### src/rtl/stopwatch_pkg.sv
// Shared definitions for the stopwatch control slice.
//   state_t      : sequencer states (2-bit encoding)
//   DIGIT_W      : width of each BCD digit output
//   MIN_MAX_DEF  : default highest minute count
//   SEC_MAX_DEF  : default highest second count
package stopwatch_pkg;

    localparam int DIGIT_W     = 5;
    localparam int MIN_MAX_DEF = 99;
    localparam int SEC_MAX_DEF = 59;

    typedef enum logic [1:0] {
        ST_IDLE   = 2'd0,
        ST_RUN    = 2'd1,
        ST_PAUSE  = 2'd2,
        ST_ADJUST = 2'd3
    } state_t;

endpackage

### src/rtl/bcd2_counter.sv
// Two-digit BCD counter that wraps from MAX back to 00.
//   clk   in  : rising-edge clock
//   rst   in  : synchronous active-high reset (value -> 00)
//   clr   in  : synchronous clear (value -> 00), overrides inc
//   inc   in  : advance by one
//   tens  out : registered tens digit
//   units out : registered units digit
//   carry out : combinational, high when inc=1 and the value is MAX
module bcd2_counter
    import stopwatch_pkg::*;
#(
    parameter int MAX = SEC_MAX_DEF,
    parameter int DW  = DIGIT_W
) (
    input  logic          clk,
    input  logic          rst,
    input  logic          clr,
    input  logic          inc,
    output logic [DW-1:0] tens,
    output logic [DW-1:0] units,
    output logic          carry
);

    localparam logic [DW-1:0] MAX_T = DW'(MAX / 10);
    localparam logic [DW-1:0] MAX_U = DW'(MAX % 10);
    localparam logic [DW-1:0] ONE   = DW'(1);
    localparam logic [DW-1:0] NINE  = DW'(9);

    logic [DW-1:0] r_tens;
    logic [DW-1:0] r_units;
    logic          w_at_max;

    assign w_at_max = (r_tens == MAX_T) && (r_units == MAX_U);
    assign carry    = inc && w_at_max;
    assign tens     = r_tens;
    assign units    = r_units;

    always_ff @(posedge clk) begin
        if (rst || clr) begin
            r_tens  <= '0;
            r_units <= '0;
        end else if (inc) begin
            if (w_at_max) begin
                r_tens  <= '0;
                r_units <= '0;
            end else if (r_units == NINE) begin
                r_units <= '0;
                r_tens  <= r_tens + ONE;
            end else begin
                r_units <= r_units + ONE;
            end
        end
    end

endmodule

### src/rtl/stopwatch_ctrl.sv
// Stopwatch run/pause/adjust sequencer and MM:SS BCD count datapath.
//   clk, rst            : clock and synchronous active-high reset
//   tick_1hz, tick_2hz  : pre-divided 1-cycle strobes (count / adjust+blink)
//   pause_p, clear_p    : debounced 1-cycle button pulses
//   adj, sel            : adjust-mode level and field select (0=min, 1=sec)
//   min_l/min_r/sec_l/sec_r : registered BCD digits to the display
//   running, adj_active : registered state flags
//   blink_on            : registered display enable for the selected field
module stopwatch_ctrl
    import stopwatch_pkg::*;
#(
    parameter int DW      = DIGIT_W,
    parameter int MIN_MAX = MIN_MAX_DEF,
    parameter int SEC_MAX = SEC_MAX_DEF
) (
    input  logic          clk,
    input  logic          rst,
    input  logic          tick_1hz,
    input  logic          tick_2hz,
    input  logic          pause_p,
    input  logic          clear_p,
    input  logic          adj,
    input  logic          sel,
    output logic [DW-1:0] min_l,
    output logic [DW-1:0] min_r,
    output logic [DW-1:0] sec_l,
    output logic [DW-1:0] sec_r,
    output logic          running,
    output logic          adj_active,
    output logic          blink_on
);

    state_t r_state;
    state_t w_next;
    logic   r_running;
    logic   r_adj_active;
    logic   r_blink;

    logic   w_sec_inc;
    logic   w_min_inc;
    logic   w_sec_carry;
    logic   w_min_carry_unused;
    logic   w_adj_tick;

    assign w_adj_tick = (r_state == ST_ADJUST) && tick_2hz;
    assign w_sec_inc  = ((r_state == ST_RUN) && tick_1hz) || (w_adj_tick && sel);
    // Seconds carry only reaches minutes while running; adjust edits fields independently.
    assign w_min_inc  = ((r_state == ST_RUN) && w_sec_carry) || (w_adj_tick && !sel);

    bcd2_counter #(.MAX(SEC_MAX), .DW(DW)) u_sec (
        .clk   (clk),
        .rst   (rst),
        .clr   (clear_p),
        .inc   (w_sec_inc),
        .tens  (sec_l),
        .units (sec_r),
        .carry (w_sec_carry)
    );

    bcd2_counter #(.MAX(MIN_MAX), .DW(DW)) u_min (
        .clk   (clk),
        .rst   (rst),
        .clr   (clear_p),
        .inc   (w_min_inc),
        .tens  (min_l),
        .units (min_r),
        .carry (w_min_carry_unused)
    );

    always_comb begin
        w_next = r_state;
        if (clear_p) begin
            w_next = adj ? ST_ADJUST : ST_IDLE;
        end else if (adj) begin
            w_next = ST_ADJUST;
        end else if (r_state == ST_ADJUST) begin
            w_next = ST_PAUSE;
        end else if (pause_p) begin
            unique case (r_state)
                ST_IDLE:  w_next = ST_RUN;
                ST_RUN:   w_next = ST_PAUSE;
                ST_PAUSE: w_next = ST_RUN;
                default:  w_next = r_state;
            endcase
        end
    end

    // Flags are registered from the next state so they line up with r_state.
    always_ff @(posedge clk) begin
        if (rst) begin
            r_state      <= ST_IDLE;
            r_running    <= 1'b0;
            r_adj_active <= 1'b0;
            r_blink      <= 1'b1;
        end else begin
            r_state      <= w_next;
            r_running    <= (w_next == ST_RUN);
            r_adj_active <= (w_next == ST_ADJUST);
            if ((r_state == ST_ADJUST) && (w_next == ST_ADJUST)) begin
                if (tick_2hz) begin
                    r_blink <= ~r_blink;
                end
            end else begin
                r_blink <= 1'b1;
            end
        end
    end

    assign running    = r_running;
    assign adj_active = r_adj_active;
    assign blink_on   = r_blink;

endmodule

### config.mk
export PLATFORM = sky130hd
export DESIGN_NAME = stopwatch_ctrl
export DESIGN_NICKNAME = d
export VERILOG_FILES = /design/src/rtl/stopwatch_pkg.sv /design/src/rtl/bcd2_counter.sv /design/src/rtl/stopwatch_ctrl.sv
export SDC_FILE = /design/constraint.sdc
export NUM_CORES = 1
export LEC_CHECK = 0
export ABC_AREA = 1
export BUFFER_PORTS_ARGS = -buffer_cell sky130_fd_sc_hd__buf_2
export CAP_MARGIN = 0
export CORE_ASPECT_RATIO = 0.75
export CORE_UTILIZATION = 50
export CTS_BUF_LIST = sky130_fd_sc_hd__clkbuf_4
export DETAILED_ROUTE_END_ITERATION = 16
export PLACE_DENSITY = 0.75
export SYNTH_ARGS = -nofsm -noshare
export SYNTH_HDL_FRONTEND = slang
export SYNTH_SLANG_ARGS = --single-unit
### constraint.sdc
create_clock -name clk -period 1.6 [get_ports clk]
set_input_delay 0.08 -clock clk [delete_from_list [all_inputs] [get_ports clk]]
set_output_delay 0.08 -clock clk [all_outputs]
set_load 0.005 [all_outputs]
==> results of run 1 <==
==> metrics by stage <==
step                      setup TNS (ns)  total power (W)  area [um2]
after global placement                 0         0.000723        1540
final                                  0          0.00101        1700
after CTS                              0          0.00102        1620
after global routing             -0.0145          0.00106        1700
after floorplan                        0         0.000695        1330
after detailed placement               0         0.000727        1540
==> Yosys cell counts (2+ instances only) <==
cell,instances
xnor2_1,3
nor3_1,4
nand3_2,3
nor2_2,2
xor2_1,5
nor3b_1,3
nand2_2,3
nor2_1,26
nand3_1,16
dfxtp_1,25
a21oi_1,14
o21ai_0,3
nand4_1,4
nand2_1,26
inv_1,18
ha_1,8
==> area by class of cell <==
class / instances / share of cell area [%]
clock inverters: 1 / 0.294
repair buffers: 42 / 15.5
clock buffers: 3 / 1.32
multi-input cells: 129 / 45.9
well taps: 34 / 2.50
flip-flops and latches: 25 / 29.9
inverters: 20 / 4.64
==> cells in the final DEF, fill, tap and decap left out, drive strengths merged <==
| cell type | instances |
|---|---|
| dfxtp | 25 |
| nand4 | 4 |
| and3 | 1 |
| nand2 | 31 |
| nor3 | 4 |
| nor2 | 28 |
| a31oi | 1 |
| a211oi | 1 |
| xor2 | 5 |
| clkinv | 1 |
| ha | 8 |
| nand3b | 1 |
| or2 | 1 |
| clkinvlp | 1 |
| a21oi | 14 |
| buf | 38 |
| nor3b | 3 |
| a31o | 1 |
| dlygate4sd3 | 4 |
| o21ai | 4 |
| xnor2 | 3 |
| clkbuf | 3 |
| nand3 | 19 |
| inv | 19 |
==> per-layer routing <==
metal	wire, um	global-route usage, %	part of all wire (%)	vias up
met1	1460	29.2	47	612
met2	1500	40.0	48	40
met3	150	6.46	4.8	4
li1	-	-	-	661
met5	0	0	0	-
met4	31	4.89	0.99	0
==> tightest hold or removal path, stage by stage <==
cell and delay (ns):
buf_2 0.08, nand2_2 0.05, nand3_1 0.07, a21oi_1 0.06
==> sequential cells by signal, summed over array words and instances (netlist names) <==
register	count
r_state	2
u_sec.tens	5
u_min.units	5
u_sec.units	5
blink_on	1
adj_active	1
u_min.tens	5
running	1
==> what timing repair did <==
| item | CTS | global route |
|---|---|---|
| endpoints found under the hold margin | 5 | 0 |
| setup endpoints to repair | 4 | 17 |
| pin swaps | 1 | 5 |
| buffers inserted | 0 | 3 |
| gates resized for setup | 2 | 18 |
| gates cloned | 1 | 0 |
| hold buffers | 4 | 0 |
==> cell families (layout without fill, tap and decap cells) <==
kind of cell,Yosys count,after routing
AO/OA/AOI/OAI,21,21
XOR/XNOR,8,8
adder cells (fa/ha/maj),8,8
buffers and inverters,22,66
flip-flops,25,25
AND/OR/NAND/NOR,91,92
==> where the power goes <==
group | switching [W] | internal (W) | leakage [nW] | total, W
sequential | 0.00000759 | 0.000630 | 0.204 | 0.000637
clock | 0.000194 | 0.0000935 | 0.0177 | 0.000288
combinational | 0.0000482 | 0.0000404 | 0.537 | 0.0000886
total | 0.000250 | 0.000764 | 0.760 | 0.00101
==> how the worst max path moves through the flow <==
stage	to	slack (ns)
floorplan	u_min.tens[0]	0.15
global placement	u_min.units[1]	0.08
detailed placement	u_min.units[1]	0.006
CTS	u_min.units[1]	0.04
global route	u_sec.tens[2]	-0.008
finish	u_sec.tens[2]	0.10
==> results by group, run 1 <==
Global route
  • Overflow after GRT: 0
  • Vias in the first global route: 1196
  • First-pass GRT wire length: 4880 um
  • Largest net degree at the start of global routing: 15
  • Initial antenna violation count: 0
  • All-layer global routing usage: 23.3%

Layout
  • Multi-input gate area: 781 um2
  • Finished Layout Cells: 254
  • ANT cells: 0
  • Layout area overhead: 28.3%
  • Register area: 508 um2
  • Layout fillers: 205
  • Layout cell share with drive strength beyond 1: 31.4%
  • Post-layout util: 70.8%
  • Net count, final: 237

Floorplanning
  • Initial core utilization: 55.2%
  • Die height: 46.6 um
  • Core footprint: 0.00240 mm2
  • Rows: 15
  • Die area: 0.00286 mm2
  • Die Wd: 61.4 um
  • Number of top-level pins: 31

Yosys
  • Simple-Gate Fraction of Synth Area: 32.9%
  • Post-synth EDFFs: 0
  • #FFs+latches synth: 25
  • Largest family of logic cells by synthesized area: simple AND/OR/NAND/NOR gates
  • Syn avg cell area: 7.57 um2
  • Synth Flop Type: dfxtp_1
  • Synth cell types: 28
  • Share of the synthesized area in the top cell type: 37.8%
  • Post-Syn Instances: 175
  • Synth Area in Compound Gates: 8.50%
  • Adder-Cell Fraction of Synth Area: 7.55%
  • Synthesized cell area: 0.00133 mm2
  • Xor and xnor area share after synthesis: 5.29%
  • Post-synthesis sequential area ratio: 37.8%
  • Multiplexer area fraction after synthesis: 0%
  • Leading area contributor after synthesis: dfxtp_1
  • Synth warn: 0
  • Ranking of synthesized cells by area: dfxtp_1 (38%), ha_1 (7.6%), nand2_1 (7.4%)
  • Synthesized net count: 191
  • Asr flop ratio synth: 0%

Placement
  • Final GP Congestion: 0.778
  • Post-place setup slack: 0.00649 ns
  • DP HPWL: 2250 um
  • Placed Cells: 242
  • PortBufs: 30

Clock tree
  • Worst-Skew Late Latency: 0.32 ns
  • CTS root buf: clkbuf_4
  • CTS tree: built
  • H-tree depth: 1
  • CTS clock-pin slew for the worst setup and hold paths: 0.14 ns
  • Sink Count: 25
  • Num CTS Buffers: 3
  • Largest buffer count on any clock path: 2

Hold path
  • Worst hold stages: 4
  • Hold path start: tick_1hz
  • WHS Endpoint: u_sec.units[0]
  • Hold WC Path Type: input port to flop

Routing
  • Routed WL: 3140 um
  • Routed Antenna Nets: 0
  • First-pass detailed-route iteration total: 4
  • Via density: 5.19
  • DRC errors left: 0
  • Wirelength per Cell: 12.4 um
  • Via count: 1317
  • DRT iter0 DRCs: 65

Setup path
  • Worst Path Class, Setup: flop to flop
  • Worst Path Required: 1.81 ns
  • Worst Path Buf+Inv: 2
  • Startpoint types: flop
  • Critical Path Sink Type: flop
  • Reg-to-reg endpoint: u_sec.tens[2]
  • RR Startpoint: r_state[0]
  • R2r setup slk: 0.10 ns
  • Cell Chain, Critical Path: inv_2 > nor2_2 > nand2_2 > nand2_2 > buf_12 > nand2_2 > o21ai_1 > nor2_1
  • Worst path depth: 8
  • Worst EP arrival: 1.71 ns
  • R2r worst-path depth: 8
  • Cell family with most CP delay: simple AND/OR/NAND/NOR gates
  • CP max-delay cell: dfxtp_2
  • Critical Path Most Common Cell: nand2_2
  • Critical Path Fanout Max: 10
  • Worst Setup SP: r_state[0]
  • Crit-path max cell delay: 0.40 ns

Timing
  • Slew Limit Fails: 0
  • RSZ-0062 raised after global routing: true
  • Setup-failing EPs final: 0
  • Hold Slack: 0.0474 ns
  • Final worst-path cycle share: 93.7%
  • Fmax: 667 MHz
  • Worst-margin pin slew: 0.479 ns
  • Layout Skew: 0.00541 ns
  • Fin. Hold Viols: 0
  • Worst Setup Slack, final: 0.101 ns
  • Final min period: 1.50 ns
  • Rel. slew slack: 68.0%

Power
  • Leak: 0.760 nW
  • Power per Cell Area: 596 mW/mm2
  • Peak VDD IR: 0.442 mV

Flow run
  • Max-cap viol count: 0

Outcome
  • Status: completed
Power figures use the tool's default switching activity.
==> run 2: changes to the inputs <==
--- a/config.mk
+++ b/config.mk
@@ -5,9 +5,8 @@
 export SDC_FILE = /design/constraint.sdc
 export NUM_CORES = 1
 export LEC_CHECK = 0
-export ABC_AREA = 1
 export BUFFER_PORTS_ARGS = -buffer_cell sky130_fd_sc_hd__buf_2
-export CAP_MARGIN = 0
+export CAP_MARGIN = 25
 export CORE_ASPECT_RATIO = 0.75
 export CORE_UTILIZATION = 50
 export CTS_BUF_LIST = sky130_fd_sc_hd__clkbuf_4
==> results by group, run 2 <==
Timing
  • Fmax: 596 MHz (-11%)
  • Layout Skew: 0.0102 ns (+0.00479 ns)
  • RSZ-0062 raised after global routing: true
  • Fin. Hold Viols: 0 (unchanged)
  • Worst Setup Slack, final: -0.0773 ns (-0.179 ns)
  • Setup TNS: -0.432 ns (-0.432 ns)
  • Final worst-path cycle share: 105% (+11 points)
  • Rel. slew slack: 68.4% (+0.44 points)
  • Final min period: 1.68 ns (+0.179 ns)
  • Hold Slack: 0.0361 ns (-0.0113 ns)
  • Worst-margin pin slew: 0.467 ns (-0.0119 ns)
  • Slew Limit Fails: 0 (unchanged)
  • Setup-failing EPs final: 10 (+10)

Global route
  • First-pass GRT wire length: 5420 um (+11%)
  • Initial antenna violation count: 0 (unchanged)
  • All-layer global routing usage: 27.4% (+4.1 points)
  • Vias in the first global route: 1233 (+3.1%)
  • Overflow after GRT: 0 (unchanged)
  • Largest net degree at the start of global routing: 14 (-1)

Hold path
  • Worst hold stages: 3 (-1)
  • Hold WC Path Type: input port to flop

Power
  • Power per Cell Area: 559 mW/mm2 (-6.2%)
  • Peak VDD IR: 0.488 mV (+11%)
  • Leak: 0.765 nW (+0.64%)
  • Design Power: 0.00104 W (+2.5%)

Clock tree
  • Largest buffer count on any clock path: 2 (unchanged)
  • CTS tree: built
  • CTS root buf: clkbuf_4
  • CTS clock-pin slew for the worst setup and hold paths: 0.13 ns (about the same)
  • Sink Count: 25 (unchanged)
  • H-tree depth: 1 (unchanged)
  • Num CTS Buffers: 3 (unchanged)
  • Worst-Skew Late Latency: 0.33 ns (about the same)

Yosys
  • Share of the synthesized area in the top cell type: 39.4% (+1.6 points)
  • #FFs+latches synth: 25 (unchanged)
  • Most common cell in the netlist: dfxtp_1
  • Synth warn: 0 (unchanged)
  • Synthesized net count: 156 (-18%)
  • Syn avg cell area: 9.08 um2 (+20%)
  • Asr flop ratio synth: 0% (unchanged)
  • Commonest cells post-synth: dfxtp_1 (25), a21oi_1 (14), nor2_1 (11)
  • Synthesized cell area: 0.00127 mm2 (-4.1%)
  • Synth cell types: 36 (+29%)
  • Synth Flop Type: dfxtp_1
  • Leading area contributor after synthesis: dfxtp_1
  • Post-Syn Instances: 140 (-20%)
  • Post-synth EDFFs: 0 (unchanged)
  • Post-synthesis sequential area ratio: 39.4% (+1.6 points)
  • Ranking of synthesized cells by area: dfxtp_1 (39%), ha_1 (7.9%), a21oi_1 (5.5%)

Layout
  • Most common cell after layout, fill and taps aside: buf_2
  • Layout fillers: 146 (-29%)
  • Post-layout util: 79.1% (+8.4 points)
  • Layout area overhead: 46.1%
  • Most frequent cells in the layout: buf_2 (30), buf_4 (29), dfxtp_1 (19), nor2_1 (11), a21oi_1 (8)
  • Register area: 508 um2 (unchanged)
  • Net count, final: 220 (-7.2%)
  • Multi-input gate area: 843 um2 (+8.0%)
  • Layout cell share with drive strength beyond 1: 47.3% (+16 points)
  • ANT cells: 0 (unchanged)

Outcome
  • Failing checks: setup timing
  • Status: finished, violations left

Routing
  • First-pass detailed-route iteration total: 4 (unchanged)
  • DRT iter0 DRCs: 69 (+6.2%)
  • Wirelength per Cell: 14.5 um (+17%)
  • Routed WL: 3430 um (+9.1%)
  • Via density: 5.65 (+8.9%)
  • DRC errors left: 0 (unchanged)
  • Via count: 1338 (+1.6%)
  • Routed Antenna Nets: 0 (unchanged)

Floorplanning
  • Initial core utilization: 54.2% (-0.97 points)
  • Core footprint: 0.00235 mm2 (-2.3%)
  • Die Wd: 60.2 um (-2.0%)
  • Die area: 0.00275 mm2 (-3.9%)
  • Rows: 15 (unchanged)
  • Die height: 45.7 um (-2.0%)
  • Number of top-level pins: 31 (unchanged)

Setup path
  • Worst Path Required: 1.84 ns (+0.03 ns)
  • CP max-delay cell: dfxtp_2
  • Critical Path Sink Type: flop
  • Cell Chain, Critical Path: inv_2 > ha_4 > and4bb_4 > buf_4 > a31oi_4 > buf_4 > nor2b_1 > a211oi_1
  • Critical Path Most Common Cell: buf_4
  • Worst EP arrival: 1.91 ns (+0.20 ns)
  • R2r worst-path depth: 8 (unchanged)
  • Startpoint types: flop
  • Critical Path Fanout Max: 7 (-3)
  • Crit-path max cell delay: 0.37 ns (-0.03 ns)
  • Worst Path Class, Setup: flop to flop

Placement
  • DP HPWL: 2350 um (+4.6%)
  • Final GP Congestion: 0.811 (+4.2%)
  • PortBufs: 30 (unchanged)

Flow run
  • Max-cap viol count: 0 (unchanged)
-- run 2: per-stage QoR --
| stage | setup WS, ns | std cells | cell area (um2) |
|---|---|---|---|
| floorplan | -0.0317 | 140 | 1270 |
| global placement | -0.0288 | 222 | 1610 |
| detailed placement | -0.0956 | 222 | 1610 |
| CTS | -0.0420 | 235 | 1790 |
| global route | -0.135 | 237 | 1860 |
| finish | -0.0773 | 237 | 1860 |
-- run 2: timing repair --
| action | 4_1_cts | 5_1_grt |
|---|---|---|
| endpoints found under the setup margin | 12 | 16 |
| setup buffers | 6 | 2 |
| resized for setup | 19 | 13 |
| cloned | 1 | 0 |
| pin swaps | 11 | 6 |
| endpoints found under the hold margin | 4 | 0 |
| hold buffers | 2 | 0 |
-- run 2: cell type report --
type                            instances  share of cell area [%]
Timing Repair Buffer                   63                    22.1
Clock buffer                            4                    1.62
Inverter                                6                    1.21
Multi-Input combinational cell        105                    45.4
Tap cell                               34                    2.29
Sequential cell                        25                    27.4
-- run 2: final timing paths --
kind | start | endpoint | slack [ns]
max reg2reg | u_sec.units[1] | u_min.units[1] | -0.08
min reg2reg | r_state[1] | blink_on | 0.47
max | u_sec.units[1] | u_min.units[1] | -0.08
min | tick_2hz | blink_on | 0.04
-- run 2: cell families after synthesis --
group | Yosys count | synth area share [%]
mux | 2 | 1.67
flops | 25 | 39.4
compound gates | 38 | 18.9
buf+inv | 11 | 3.94
xor+xnor | 7 | 4.82
fa+ha+maj | 8 | 7.87
simple gates | 49 | 23.4
-- run 2: where the power goes --
part	switching [W]	internal, W
Combinational	0.0000525	0.0000463
Sequential	0.00000606	0.000630
Clock	0.000189	0.000115
-- run 2: routing by layer --
metal | track usage [%] | vias up | wire length [um]
met5 | 0 | - | 0
met4 | 10.7 | 0 | 56
met3 | 6.25 | 10 | 220
met2 | 46.6 | 56 | 1670
met1 | 33.7 | 625 | 1480
li1 | - | 647 | -
-- run 2: critical path, delay by kind of cell (launching register included) --
kind,cells,cell delay [ns]
AOI/OAI and AO/OA,2,0.45
DFF,1,0.37
buffers and inverters,3,0.36
and+or+nand+nor,2,0.25
adders and majority gates,1,0.15
